[src/rtl/uart_lite.sv]
// Memory-mapped 8N1 UART: 4-deep TX/RX byte FIFOs, programmable bit divisor,
// polled status register and a level irq while received data is waiting.
module uart_lite_fifo #(
   parameter int DEPTH = 4
) (
   input  logic       clkin,
   input  logic       rst,
   input  logic       push,
   input  logic       pop,
   input  logic [7:0] din,
   output logic [7:0] dout,
   output logic       empty,
   output logic       full
);
   localparam int AW = $clog2(DEPTH);
   localparam logic [AW:0] FULL_CNT = DEPTH[AW:0];

   logic [7:0]    mem [DEPTH];
   logic [AW-1:0] wp, rp;
   logic [AW:0]   cnt;
   logic          do_push, do_pop;

   assign empty   = (cnt == '0);
   assign full    = (cnt == FULL_CNT);
   assign do_push = push & ~full;
   assign do_pop  = pop & ~empty;
   assign dout    = mem[rp];

   always_ff @(posedge clkin or posedge rst) begin
      if (rst) begin
         wp  <= '0;
         rp  <= '0;
         cnt <= '0;
      end else begin
         if (do_push) wp <= wp + AW'(1);
         if (do_pop)  rp <= rp + AW'(1);
         case ({do_push, do_pop})
            2'b10:   cnt <= cnt + (AW+1)'(1);
            2'b01:   cnt <= cnt - (AW+1)'(1);
            default: cnt <= cnt;
         endcase
      end
   end

   always_ff @(posedge clkin) begin
      if (do_push) mem[wp] <= din;
   end
endmodule

module uart_lite #(
   parameter logic [7:0] DIV_RESET  = 8'd15,
   parameter int         FIFO_DEPTH = 4
) (
   input  logic       clkin,
   input  logic       rst,
   input  logic       cs,
   input  logic       rdwr,
   input  logic [1:0] addr,
   input  logic [7:0] datain,
   output logic [7:0] dataout,
   output logic       txd,
   input  logic       rxd,
   output logic       irq
);
   typedef enum logic [1:0] {T_IDLE, T_START, T_DATA, T_STOP} tx_state_t;
   typedef enum logic [1:0] {R_IDLE, R_START, R_DATA, R_STOP} rx_state_t;

   logic       cs_q, strobe, wr_stb, rd_stb, status_rd;
   logic [7:0] divisor;
   logic       rx_overrun, frame_err;

   // CPU access: one strobe per cs high period
   always_ff @(posedge clkin or posedge rst) begin
      if (rst) cs_q <= 1'b0;
      else     cs_q <= cs;
   end

   assign strobe    = cs & ~cs_q;
   assign wr_stb    = strobe & rdwr;
   assign rd_stb    = strobe & ~rdwr;
   assign status_rd = rd_stb & (addr == 2'd1);

   always_ff @(posedge clkin or posedge rst) begin
      if (rst)                          divisor <= DIV_RESET;
      else if (wr_stb && addr == 2'd2)  divisor <= datain;
   end

   // ---------------- TX ----------------
   tx_state_t  tx_state, tx_next;
   logic [7:0] tx_head, tx_div, tx_cnt, tx_sh;
   logic [2:0] tx_bit;
   logic       tx_empty, tx_full, tx_pop, tx_bit_end, tx_idle;

   uart_lite_fifo #(.DEPTH(FIFO_DEPTH)) u_tx_fifo (
      .clkin(clkin), .rst(rst),
      .push(wr_stb && addr == 2'd0), .pop(tx_pop), .din(datain),
      .dout(tx_head), .empty(tx_empty), .full(tx_full)
   );

   assign tx_bit_end = (tx_cnt == tx_div);
   assign tx_idle    = tx_empty & (tx_state == T_IDLE);

   always_ff @(posedge clkin or posedge rst) begin
      if (rst) tx_state <= T_IDLE;
      else     tx_state <= tx_next;
   end

   always_comb begin
      tx_next = tx_state;
      tx_pop  = 1'b0;
      case (tx_state)
         T_IDLE:  if (!tx_empty) begin
                     tx_next = T_START;
                     tx_pop  = 1'b1;
                  end
         T_START: if (tx_bit_end) tx_next = T_DATA;
         T_DATA:  if (tx_bit_end && tx_bit == 3'd7) tx_next = T_STOP;
         T_STOP:  if (tx_bit_end) begin
                     if (!tx_empty) begin
                        tx_next = T_START;
                        tx_pop  = 1'b1;
                     end else begin
                        tx_next = T_IDLE;
                     end
                  end
         default: tx_next = T_IDLE;
      endcase
   end

   // txd is the registered line value so it cannot glitch between states
   always_ff @(posedge clkin or posedge rst) begin
      if (rst) begin
         tx_div <= '0;
         tx_cnt <= '0;
         tx_sh  <= '0;
         tx_bit <= '0;
         txd    <= 1'b1;
      end else begin
         if (tx_pop) begin
            tx_sh  <= tx_head;
            tx_div <= divisor;
            tx_cnt <= '0;
            tx_bit <= '0;
         end else if (tx_state != T_IDLE) begin
            if (tx_bit_end) begin
               tx_cnt <= '0;
               if (tx_state == T_DATA) begin
                  tx_sh  <= tx_sh >> 1;
                  tx_bit <= tx_bit + 3'd1;
               end
            end else begin
               tx_cnt <= tx_cnt + 8'd1;
            end
         end
         txd <= (tx_state == T_START) ? 1'b0 :
                (tx_state == T_DATA)  ? tx_sh[0] : 1'b1;
      end
   end

   // ---------------- RX ----------------
   rx_state_t  rx_state, rx_next;
   logic       rx_s1, rx_s2, rx_s3, rx_fall;
   logic [7:0] rx_div, rx_cnt, rx_sh, rx_head, rx_half;
   logic [8:0] rx_half_w;
   logic [2:0] rx_bit;
   logic       rx_empty, rx_full, rx_done, rx_bit_end, rx_push, rx_pop;

   always_ff @(posedge clkin or posedge rst) begin
      if (rst) begin
         rx_s1 <= 1'b1;
         rx_s2 <= 1'b1;
         rx_s3 <= 1'b1;
      end else begin
         rx_s1 <= rxd;
         rx_s2 <= rx_s1;
         rx_s3 <= rx_s2;
      end
   end

   assign rx_fall    = rx_s3 & ~rx_s2;
   assign rx_half_w  = ({1'b0, rx_div} + 9'd1) >> 1;
   assign rx_half    = rx_half_w[7:0];
   assign rx_bit_end = (rx_cnt == rx_div);
   assign rx_push    = rx_done & rx_s2 & ~rx_full;
   assign rx_pop     = rd_stb & (addr == 2'd0) & ~rx_empty;

   uart_lite_fifo #(.DEPTH(FIFO_DEPTH)) u_rx_fifo (
      .clkin(clkin), .rst(rst),
      .push(rx_push), .pop(rx_pop), .din(rx_sh),
      .dout(rx_head), .empty(rx_empty), .full(rx_full)
   );

   always_ff @(posedge clkin or posedge rst) begin
      if (rst) rx_state <= R_IDLE;
      else     rx_state <= rx_next;
   end

   // div=0 puts the start sample on the falling-edge cycle itself, so skip START
   always_comb begin
      rx_next = rx_state;
      rx_done = 1'b0;
      case (rx_state)
         R_IDLE:  if (rx_fall) rx_next = (divisor == 8'd0) ? R_DATA : R_START;
         R_START: if (rx_cnt == rx_half) rx_next = rx_s2 ? R_IDLE : R_DATA;
         R_DATA:  if (rx_bit_end && rx_bit == 3'd7) rx_next = R_STOP;
         R_STOP:  if (rx_bit_end) begin
                     rx_next = R_IDLE;
                     rx_done = 1'b1;
                  end
         default: rx_next = R_IDLE;
      endcase
   end

   always_ff @(posedge clkin or posedge rst) begin
      if (rst) begin
         rx_div <= '0;
         rx_cnt <= '0;
         rx_sh  <= '0;
         rx_bit <= '0;
      end else begin
         case (rx_state)
            R_IDLE: begin
               rx_div <= divisor;
               rx_cnt <= (divisor == 8'd0) ? 8'd0 : 8'd1;
               rx_bit <= '0;
            end
            R_START: rx_cnt <= (rx_cnt == rx_half) ? 8'd0 : rx_cnt + 8'd1;
            R_DATA: begin
               if (rx_bit_end) begin
                  rx_cnt <= '0;
                  rx_sh  <= {rx_s2, rx_sh[7:1]};
                  rx_bit <= rx_bit + 3'd1;
               end else begin
                  rx_cnt <= rx_cnt + 8'd1;
               end
            end
            default: rx_cnt <= rx_cnt + 8'd1;
         endcase
      end
   end

   // a flag event on the clearing edge keeps the flag set
   always_ff @(posedge clkin or posedge rst) begin
      if (rst) begin
         rx_overrun <= 1'b0;
         frame_err  <= 1'b0;
      end else begin
         if (rx_done && rx_s2 && rx_full) rx_overrun <= 1'b1;
         else if (status_rd)              rx_overrun <= 1'b0;
         if (rx_done && !rx_s2)           frame_err  <= 1'b1;
         else if (status_rd)              frame_err  <= 1'b0;
      end
   end

   assign irq = ~rx_empty;

   always_comb begin
      dataout = 8'h00;
      if (cs) begin
         case (addr)
            2'd0:    dataout = rx_empty ? 8'h00 : rx_head;
            2'd1:    dataout = {3'b000, frame_err, rx_overrun, ~rx_empty, tx_idle, tx_full};
            2'd2:    dataout = divisor;
            default: dataout = 8'h00;
         endcase
      end
   end
endmodule

[config.mk]
export PLATFORM = sky130hd
export DESIGN_NAME = uart_lite
export DESIGN_NICKNAME = d
export VERILOG_FILES = /design/src/rtl/uart_lite.sv
export SDC_FILE = /design/constraint.sdc
export NUM_CORES = 1
export LEC_CHECK = 0
export CAP_MARGIN = 20
export CORE_MARGIN = 10
export CORE_UTILIZATION = 50
export CTS_BUF_LIST = sky130_fd_sc_hd__clkbuf_4
export DETAILED_ROUTE_END_ITERATION = 8
export DONT_BUFFER_PORTS = 1
export GPL_TIMING_DRIVEN = 0
export PLACE_DENSITY_LB_ADDON = 0.12
export SYNTH_ARGS = -nofsm -noshare
export SYNTH_HDL_FRONTEND = slang
export SYNTH_SLANG_ARGS = --single-unit
[constraint.sdc]
create_clock -name clkin -period 3.41 [get_ports clkin]
set_input_delay 0.5115 -clock clkin [delete_from_list [all_inputs] [get_ports clkin]]
set_output_delay 0.5115 -clock clkin [all_outputs]
set_load 0.02 [all_outputs]
==> results of run 1 <==
cells in the mapped netlist (all sizes together) (3+ instances only):
master,count
nor3,11
nor4,6
mux2,34
buf,7
nand3,10
nor2,29
nand2,30
xnor2,13
nand4,3
and3,5
dfstp,8
dfrtp,79
a22oi,6
edfxtp,64
nand2b,6
mux4,16
o21ai,27
a21oi,4
ha,22
clkbuf,14
mux2i,12
o31ai,3
xor2,33
and2,15
inv,24
a22o,7
nor2b,4
timing repair:
action	in CTS	in global routing
hold buffers	3	0
resized for setup	0	4
endpoints found under the setup margin	0	2
endpoints found under the hold margin	20	0
cell type report:
class | instances | area, um^2 | area share
Sequential cell | 151 | 4110 | 0.542
Multi-Input combinational cell | 327 | 2710 | 0.358
Tap cell | 180 | 225 | 0.0297
Clock inverter | 13 | 153 | 0.0201
Clock buffer | 19 | 143 | 0.0188
Inverter | 24 | 92.6 | 0.0122
Buffer | 21 | 86.3 | 0.0114
Timing Repair Buffer | 4 | 57.6 | 0.00759
sequential cells by signal (all words and copies together) (netlist names), 3 cells and up:
register	count
divisor	8
rx_bit	3
rx_cnt	8
rx_div	8
rx_sh	8
tx_bit	3
tx_cnt	8
tx_div	8
tx_sh	8
u_rx_fifo.cnt	3
u_rx_fifo.mem	32
u_tx_fifo.cnt	3
u_tx_fifo.mem	32
final timing paths:
kind	to	depth (start not counted)	slack (ns)
min	u_tx_fifo.mem[2][1]$_DFFE_PP_	0	0.06
min reg2reg	rx_s2$_DFF_PP1_	0	0.37
min in group asynchronous	u_rx_fifo.wp[1]$_DFFE_PP0P_	2	0.38
max in group asynchronous	txd$_DFF_PP1_	3	2.37
max	dataout[0]	5	0.27
max reg2reg	u_tx_fifo.cnt[2]$_DFFE_PP0P_	11	0.33
routing by layer:
layer | vias to the layer above | routed length [um]
met5 | - | 0
met4 | 0 | 161
met3 | 13 | 524
met2 | 53 | 6400
met1 | 2029 | 5770
li1 | 1945 | -
cell families (layout without fill, tap and decap cells):
family	after synthesis	count (layout)	share of synthesized area
adders and majority gates	24	24	0.0452
muxes	62	62	0.124
buffers and inverters	45	81	0.0251
xor gates and xnor gates	46	46	0.0577
AOI/OAI and AO/OA	65	65	0.0633
DFF	151	151	0.588
and+or+nand+nor	130	130	0.0968
worst max-delay path: cells and delay by family, from the launching register on:
family                 cells  cell delay, ns
muxes                      1            0.61
buffers and inverters      1            0.59
DFF                        1            0.33
AOI/OAI and AO/OA          2            0.30
and+or+nand+nor            1            0.26
metrics by stage:
step                hold slack [ns]  cells  instance area (um^2)
floorplan                     0.345    523                  6980
global placement              0.349    703                  7210
detailed placement            0.348    704                  7240
CTS                         0.00335    739                  7560
global route                0.00361    739                  7580
finish                       0.0585    739                  7580
power groups by stage:
stage                     clock network, mW  registers, mW  logic, mW
after floorplan                           0           2.60       1.65
after global placement                    0           2.70       1.94
after detailed placement                  0           2.72       2.02
after CTS                              1.19           2.68       2.03
after global routing                   1.25           2.74       2.27
final                                  1.14           2.68       2.01
==> results.md, run 1 <==
- The flow ran to the end, and the final reports show no timing, DRC or antenna violations.
- By startpoint and endpoint, the worst setup path is classified as reg2out.
- The floorplan step set the die height to 138 um.
- The fraction of final layout cells with drive strength greater than 1 is 0.184.
- The proportion of synthesized flip-flops having asynchronous set or reset is 0.576.
- Setup violations remaining at the end of the flow were counted as 0.
- Tracing the worst setup path back leads to its startpoint at u_rx_fifo.rp[0]$_DFFE_PP0P_.
- In this run, synthesis inferred 64 flip-flops with an integrated enable.
- The via count of the first global-routing pass is 4,227.
- The source of the worst hold timing path is datain[1].
- The relative area change from synthesis to final layout is 8.55%.
- Row generation in the floorplan step produced 43 rows.
- The longest clock path from root to sink contains 2 buffers.
- Entering global routing, the biggest net connects 70 pins.
- At the worst endpoint, the required time is roughly 2.9 ns.
- The cell type of the slowest stage on the worst timing path is sky130_fd_sc_hd__mux4_2.
- In the global route stage, overall resource usage came out at 0.137.
- Among all flip-flop cells after synthesis, the most frequent one is sky130_fd_sc_hd__dfrtp_1.
- The leading cell type in the layout, fill and taps excluded is sky130_fd_sc_hd__dfrtp_1.
- The netlist uses 55 different library cells.
- The switching power total is 2.04 mW.
- The worst path in the final design needs a cycle of 3.14 ns, including I/O delays and setup.
- The layer flagged by global routing as most heavily used is met2.
- The count of nets left with antenna violations once routing finished came out at 0.
- The class of the tightest hold or removal check is in2reg.
- The share of total power dissipated in the clock network is 0.196.
- The die covers approximately 19,000 um^2.
- The worst setup path is launched from a flop.
- Data arrives at the worst endpoint at 2.63 ns.
- Summed over all instances, the cell type with the most area after synthesis is sky130_fd_sc_hd__dfrtp_1.
- Traced cell by cell, the critical path runs through clkbuf_1, mux4_2, a22oi_1, o21ai_0, and2_1.
- The critical register-to-register path startpoint is tx_cnt[1]$_DFFE_PP0P_.
- The standard cell core area is 13,800 um^2.
- Pin placement for this block handled 25 I/O pins.
- In the final timing run, aggregate negative setup slack is 0 ns.
- The number of setup buffers added after CTS is 0.
- By area the synthesized netlist is led by sky130_fd_sc_hd__dfrtp_1 28%, sky130_fd_sc_hd__edfxtp_1 28%, sky130_fd_sc_hd__mux2_2 5.5%, sky130_fd_sc_hd__mux4_2 5.2%, sky130_fd_sc_hd__xor2_1 4.1%.
- For this run, global-route usage on met1 was measured as 0.169.
- The final core area utilization is 0.550.
- The starting DRC count in detailed routing is 175.
- The top cell type's share of synthesized area is 0.283.
- The first global-routing pass estimated 21,400 um of wire.
- IR analysis of the VDD net gives a maximum drop of 0.342 mV.
- The global-route met3 utilization is 0.0380.
- The fmax is 318 MHz.
- Buffers inserted during clock tree synthesis total 17.
- Once routing completed, OpenROAD measured the worst setup slack at 0.267 ns.
- The number of port buffers is 0.
- Across all layers, the routed design uses 4,040 vias.
- The final number of hold-violating endpoints came to 0.
- Along the worst path, the maximum fanout reaches 10.
- 0 antenna diodes ended up in the layout.
- The HPWL after detailed placement is 9220 um.
- The TritonCTS clock tree is built.
- Setup repair after global routing left no endpoint under its margin.
- In this run the tightest slew margin relative to its limit is 0.364.
- Dividing the detail-routed wire length by the instance count gives approximately 17 um.
- Of the total power, the share spent switching nets is 0.349.
- The H-tree depth reported by CTS is 4.
- During synthesis, Yosys emitted a total of 0 warnings.
- The number of design rule violations left after detail routing is 0.
- The largest incremental delay on the critical path is between 0.6 and 0.7 ns.
- The post-synthesis instance area is between 6000 and 7000 um^2.
- The routability-driven placement congestion ratio is 0.741.
- After detailed routing, the total wire length is 12,900 um.
- The fill cell total of the finished layout is 1,207.
- The total grt overflow is 0.
- For this run, the detailed router's first-pass iteration total came to 4.
- The horizontal die dimension is 138 um.
- The initial antenna violation count is 0.
- The count of mapped cells out of synthesis is 523.
- The share of the Yosys chip area taken by registers is 0.588.
- The synthesized design contains 151 register bits.
- Of the available clock period, the critical path in the final layout requires 0.922.
- In this run the mean area of a mapped cell was 13.4 um^2.
- In the final design database the tool counted 585 nets.
- The share of power burned in combinational logic is 0.345.
- The max-slew violation count came to 0.
- Clock-pin slew was measured on the worst setup and hold paths at 0.12 ns.
- The insertion delay to the later sink of the worst-skew pair is 0.54 ns.
- The leakage power is 3.01 nW.
- The initial standard-cell utilization of the core is 0.507.
- Dividing total power by cell area gives a power density of 769 nW/um^2.
- When the netlist entered floorplanning its net count stood at 562.
- The part of the power in registers is 0.459.
- For the pin with the worst max-slew slack, the measured transition is 0.947 ns.
- Using the TritonRoute via totals, the vias-per-cell ratio works out to around 5.5.
- The number of maximum-capacitance constraint violations is 0.
- In the layout the commonest cells are 79 x sky130_fd_sc_hd__dfrtp_1, 64 x sky130_fd_sc_hd__edfxtp_1, 34 x sky130_fd_sc_hd__mux2_2, 33 x sky130_fd_sc_hd__xor2_1.
- The CTS root buffer is sky130_fd_sc_hd__clkbuf_4.
- Counting every sink on the clock net gives around 150.
- Across the routed clock network, the largest skew measured is 0.0200 ns.
- STA classifies the critical path endpoint as an output port.
- Timing analysis after detailed placement gives a worst setup slack of about 0.088 ns.
- For met2 alone, demand over resource in global routing was 0.226.
- The internal power contribution is between 3 and 4 mW.
- The total power after layout is between 5 and 6 mW.
Power figures use the tool's default switching activity.
==> run 2, diff against run 1 <==
==> constraint.sdc (replaced) <==
create_clock -name clkin -period 4 [get_ports clkin]
set_input_delay 0.6 -clock clkin [delete_from_list [all_inputs] [get_ports clkin]]
set_output_delay 0.6 -clock clkin [all_outputs]
set_load 0.02 [all_outputs]
==> run 2 against run 1 <==
Net effect:
- non-clock buffer count shrank 1
- flip-flop and latch count is the same
- first-iteration DRC count grew 5.7%
- register-to-register slack gained 0.33 ns
- die area is the same
- setup slack gained 0.39 ns
- hold slack gained 0.013 ns
- utilization shrank 0.19 points
- global-route usage is essentially flat
- clock power shrank 14%
- critical path depth grew 6
- routed wire length is essentially flat
- largest power group unchanged
==> results.md, run 2 (synthesized netlist as in run 1, its figures left out) <==
- The count of cells resized by post-cts repair is 0 (unchanged).
- The area growth from synthesis to layout is 8.17%.
- After layout, the minimum clock period comes to 3.34 ns.
- The via density per instance is 5.45 (-0.24%).
- The critical path data required time is 4.48 ns (+1.58 ns).
- The leakage power is 3.00 nW (-0.32%).
- The chip height is 138 um (unchanged).
- The largest incremental delay on the critical path is 0.58 ns (-0.03 ns).
- The share of power burned in combinational logic is 0.343 (-0.002).
- The TritonCTS clock tree is built.
- The HPWL after detailed placement is 9220 um (unchanged).
- The largest individual stage delay along the critical path comes from the cell sky130_fd_sc_hd__nor4_1.
- The initial standard-cell utilization of the core is 0.507 (unchanged).
- The signal on the critical path passes through xor2_1, nor4_1, a31oi_1, nor3_1, clkbuf_1, ha_1, inv_1, fa_1, xor2_1, nor2_1, xor2_1.
- The flow ran to the end, and the final reports show no timing, DRC or antenna violations.
- The total negative setup slack is 0 ns (unchanged).
- The maximum vdd ir drop came to 0.293 mV (-14%).
- The max-slew violation count is 0 (unchanged).
- The area after detailed placement is 7240 um^2 (unchanged).
- The final routed wirelength across all metal layers came to 12,900 um (about the same).
- The power density over cell area was 657 nW/um^2 (-15%).
- The overall fraction of global-route tracks in use is 0.137 (-0.000146).
- The floorplan row count came to 43 (unchanged).
- The number of nets in the layout is 584 (-0.17%).
- The met1 capacity usage during global routing came to 0.169 (unchanged).
- The global routing's busiest layer is met2.
- The tree is rooted in a sky130_fd_sc_hd__clkbuf_4.
- The met2 demand-to-capacity share in global routing was 0.226 (-0.000502).
- The total power after layout came to 4.96 mW (-15%).
- The setup path with the least slack is of type reg2reg.
- The fill cell total of the finished layout is 1,213 (+0.50%).
- The maximum clock path buffer count is 2 (unchanged).
- The initial antenna violation count is 0 (unchanged).
- The number of setup buffers added after CTS was 0 (unchanged).
- The number of maximum-capacitance constraint violations is 0 (unchanged).
- The worst-case clock skew is 0.0223 ns (+0.00231 ns).
- Counting stages on the worst path, the most repeated cell is sky130_fd_sc_hd__xor2_1.
- The type of origin of the critical path is a flop.
- The slew at the pin closest to its max-slew limit is 0.969 ns (+0.0221 ns).
- The share of the clock period used by the worst path after layout is 0.835.
- The count of clock tree sinks is 151 (unchanged).
- The hold-fix buffer count after cts is 2 (-1).
- The data arrival at the endpoint of the critical path is 3.81 ns (+1.18 ns).
- The horizontal die dimension is 138 um (unchanged).
- The clock-pin slew of the registers on the worst-case setup and hold paths is 0.13 ns (about the same).
- The setup-violating endpoint count in the final report is 0 (unchanged).
- STA classifies the critical path endpoint as a flop.
- The via count of the first global-routing pass is 4,223 (-0.095%).
- The total grt overflow is 0 (unchanged).
- The internal power contribution is 3.23 mW (-15%).
- The area enclosed by the die boundary is 19,100 um^2 (unchanged).
- The insertion delay to the later sink of the worst-skew pair is 0.54 ns (about the same).
- The routability-driven placement congestion ratio is 0.741 (unchanged).
- The worst slew margin relative to its limit is 0.349 (-0.0149).
- The final cell area excluding filler cells is 7550 um^2 (-0.35%).
- The number of port buffers was 0 (unchanged).
- The number of design rule violations left after detail routing is 0 (unchanged).
- The first-pass GRT wire length is 21,400 um (-0.13%).
- The pin count of the biggest net entering global routing is 70 (unchanged).
- The largest registers in the layout are u_rx_fifo.mem x32, u_tx_fifo.mem x32.
- The starting DRC count in detailed routing is 185 (+5.7%).
- The switching power total is 1.73 mW (-15%).
- The fraction of final layout cells with drive strength greater than 1 is 0.181 (-0.00325).
- The global-route met3 utilization is 0.0380 (unchanged).
- In the layout the commonest cells are 79 x sky130_fd_sc_hd__dfrtp_1, 64 x sky130_fd_sc_hd__edfxtp_1, 34 x sky130_fd_sc_hd__mux2_2, 33 x sky130_fd_sc_hd__xor2_1.
- The residual antenna-violating net count after detailed routing is 0 (unchanged).
- Setup repair after global routing left no endpoint under its margin.
- The worst hold path belongs to the class in2reg.
- The detailed-router iteration count before antenna repair came to 4 (unchanged).
- The share of power burned in the clock network is 0.197 (about the same).
- The I/O pin count is 25 (unchanged).
- Leaving out fill and tap cells, the most frequent cell in the layout is sky130_fd_sc_hd__dfrtp_1.
- The vias after detailed routing is 4,025 (-0.37%).
- The fmax is around 300 MHz.
- The part of the power in registers came to 0.460 (about the same).
- The switching share of power was 0.350 (about the same).
- The post-detailed-route wirelength per cell is 17.4 um (about the same).
- The standard cell core area is 13,800 um^2 (unchanged).
- The final number of hold-violating endpoints is 0 (unchanged).
- The number of antenna repair diodes was 0 (unchanged).
- The total clock buffers created by CTS is 17 (unchanged).
- The maximum net fanout on the critical path is 10 (unchanged).
- The H-tree depth reported by CTS was 4 (unchanged).
-- run 2: critical path, delay by kind of cell, from the launching register on --
family                     cells  cell delay (ns)
DFF                            1             0.45
AOI/OAI and AO/OA              1             0.16
xor gates and xnor gates       3             0.50
and+or+nand+nor                3             0.96
adders and majority gates      2             0.65
buffers and inverters          2             0.54
-- run 2: path summary, 6_finish.rpt --
check	start	to	slack [ns]	cells past startpoint
max reg2reg	tx_cnt[3]$_DFFE_PP0P_	u_tx_fifo.cnt[2]$_DFFE_PP0P_	0.66	11
max	tx_cnt[3]$_DFFE_PP0P_	u_tx_fifo.cnt[2]$_DFFE_PP0P_	0.66	11
min	cs	cs_q$_DFF_PP0_	0.07	0
min in group asynchronous	rst	u_rx_fifo.wp[0]$_DFFE_PP0P_	0.46	2
max in group asynchronous	rst	txd$_DFF_PP1_	2.87	3
min reg2reg	rx_s1$_DFF_PP1_	rx_s2$_DFF_PP1_	0.37	0
-- run 2: metrics by stage --
step,hold slack (ns),util,std cells,setup WS (ns)
2_1_floorplan,0.345,-,523,1.16
3_3_place_gp,0.349,0.523,703,0.223
3_5_place_dp,0.348,0.526,704,0.678
4_1_cts,0.0158,0.548,738,0.632
5_1_grt,0.00729,0.548,738,0.362
6_report,0.0719,0.548,738,0.662
-- run 2: final cells by class --
cell class,instances,area [um^2],share of cell area
clock buffer,19,143,0.0189
timing repair buffer,3,47.5,0.00629
inverter,24,92.6,0.0123
tap,180,225,0.0298
buffer,21,85.1,0.0113
sequential,151,4110,0.544
clock inverter,13,153,0.0202
multi-input combinational,327,2700,0.357
-- run 2: power by group through the flow --
stage / Sequential [mW] / Combinational [mW] / Clock [mW]
after CTS: 2.28 / 1.73 / 1.01
after global routing: 2.33 / 1.91 / 1.07
after global placement: 2.30 / 1.66 / 0
after floorplan: 2.22 / 1.41 / 0
after detailed placement: 2.32 / 1.72 / 0
final: 2.28 / 1.70 / 0.976
-- run 2: per-layer routing --
| layer | wire (um) | vias to the layer above |
|---|---|---|
| li1 | - | 1943 |
| met4 | 161 | 0 |
| met3 | 441 | 15 |
| met5 | 0 | - |
| met1 | 5910 | 2017 |
| met2 | 6340 | 50 |
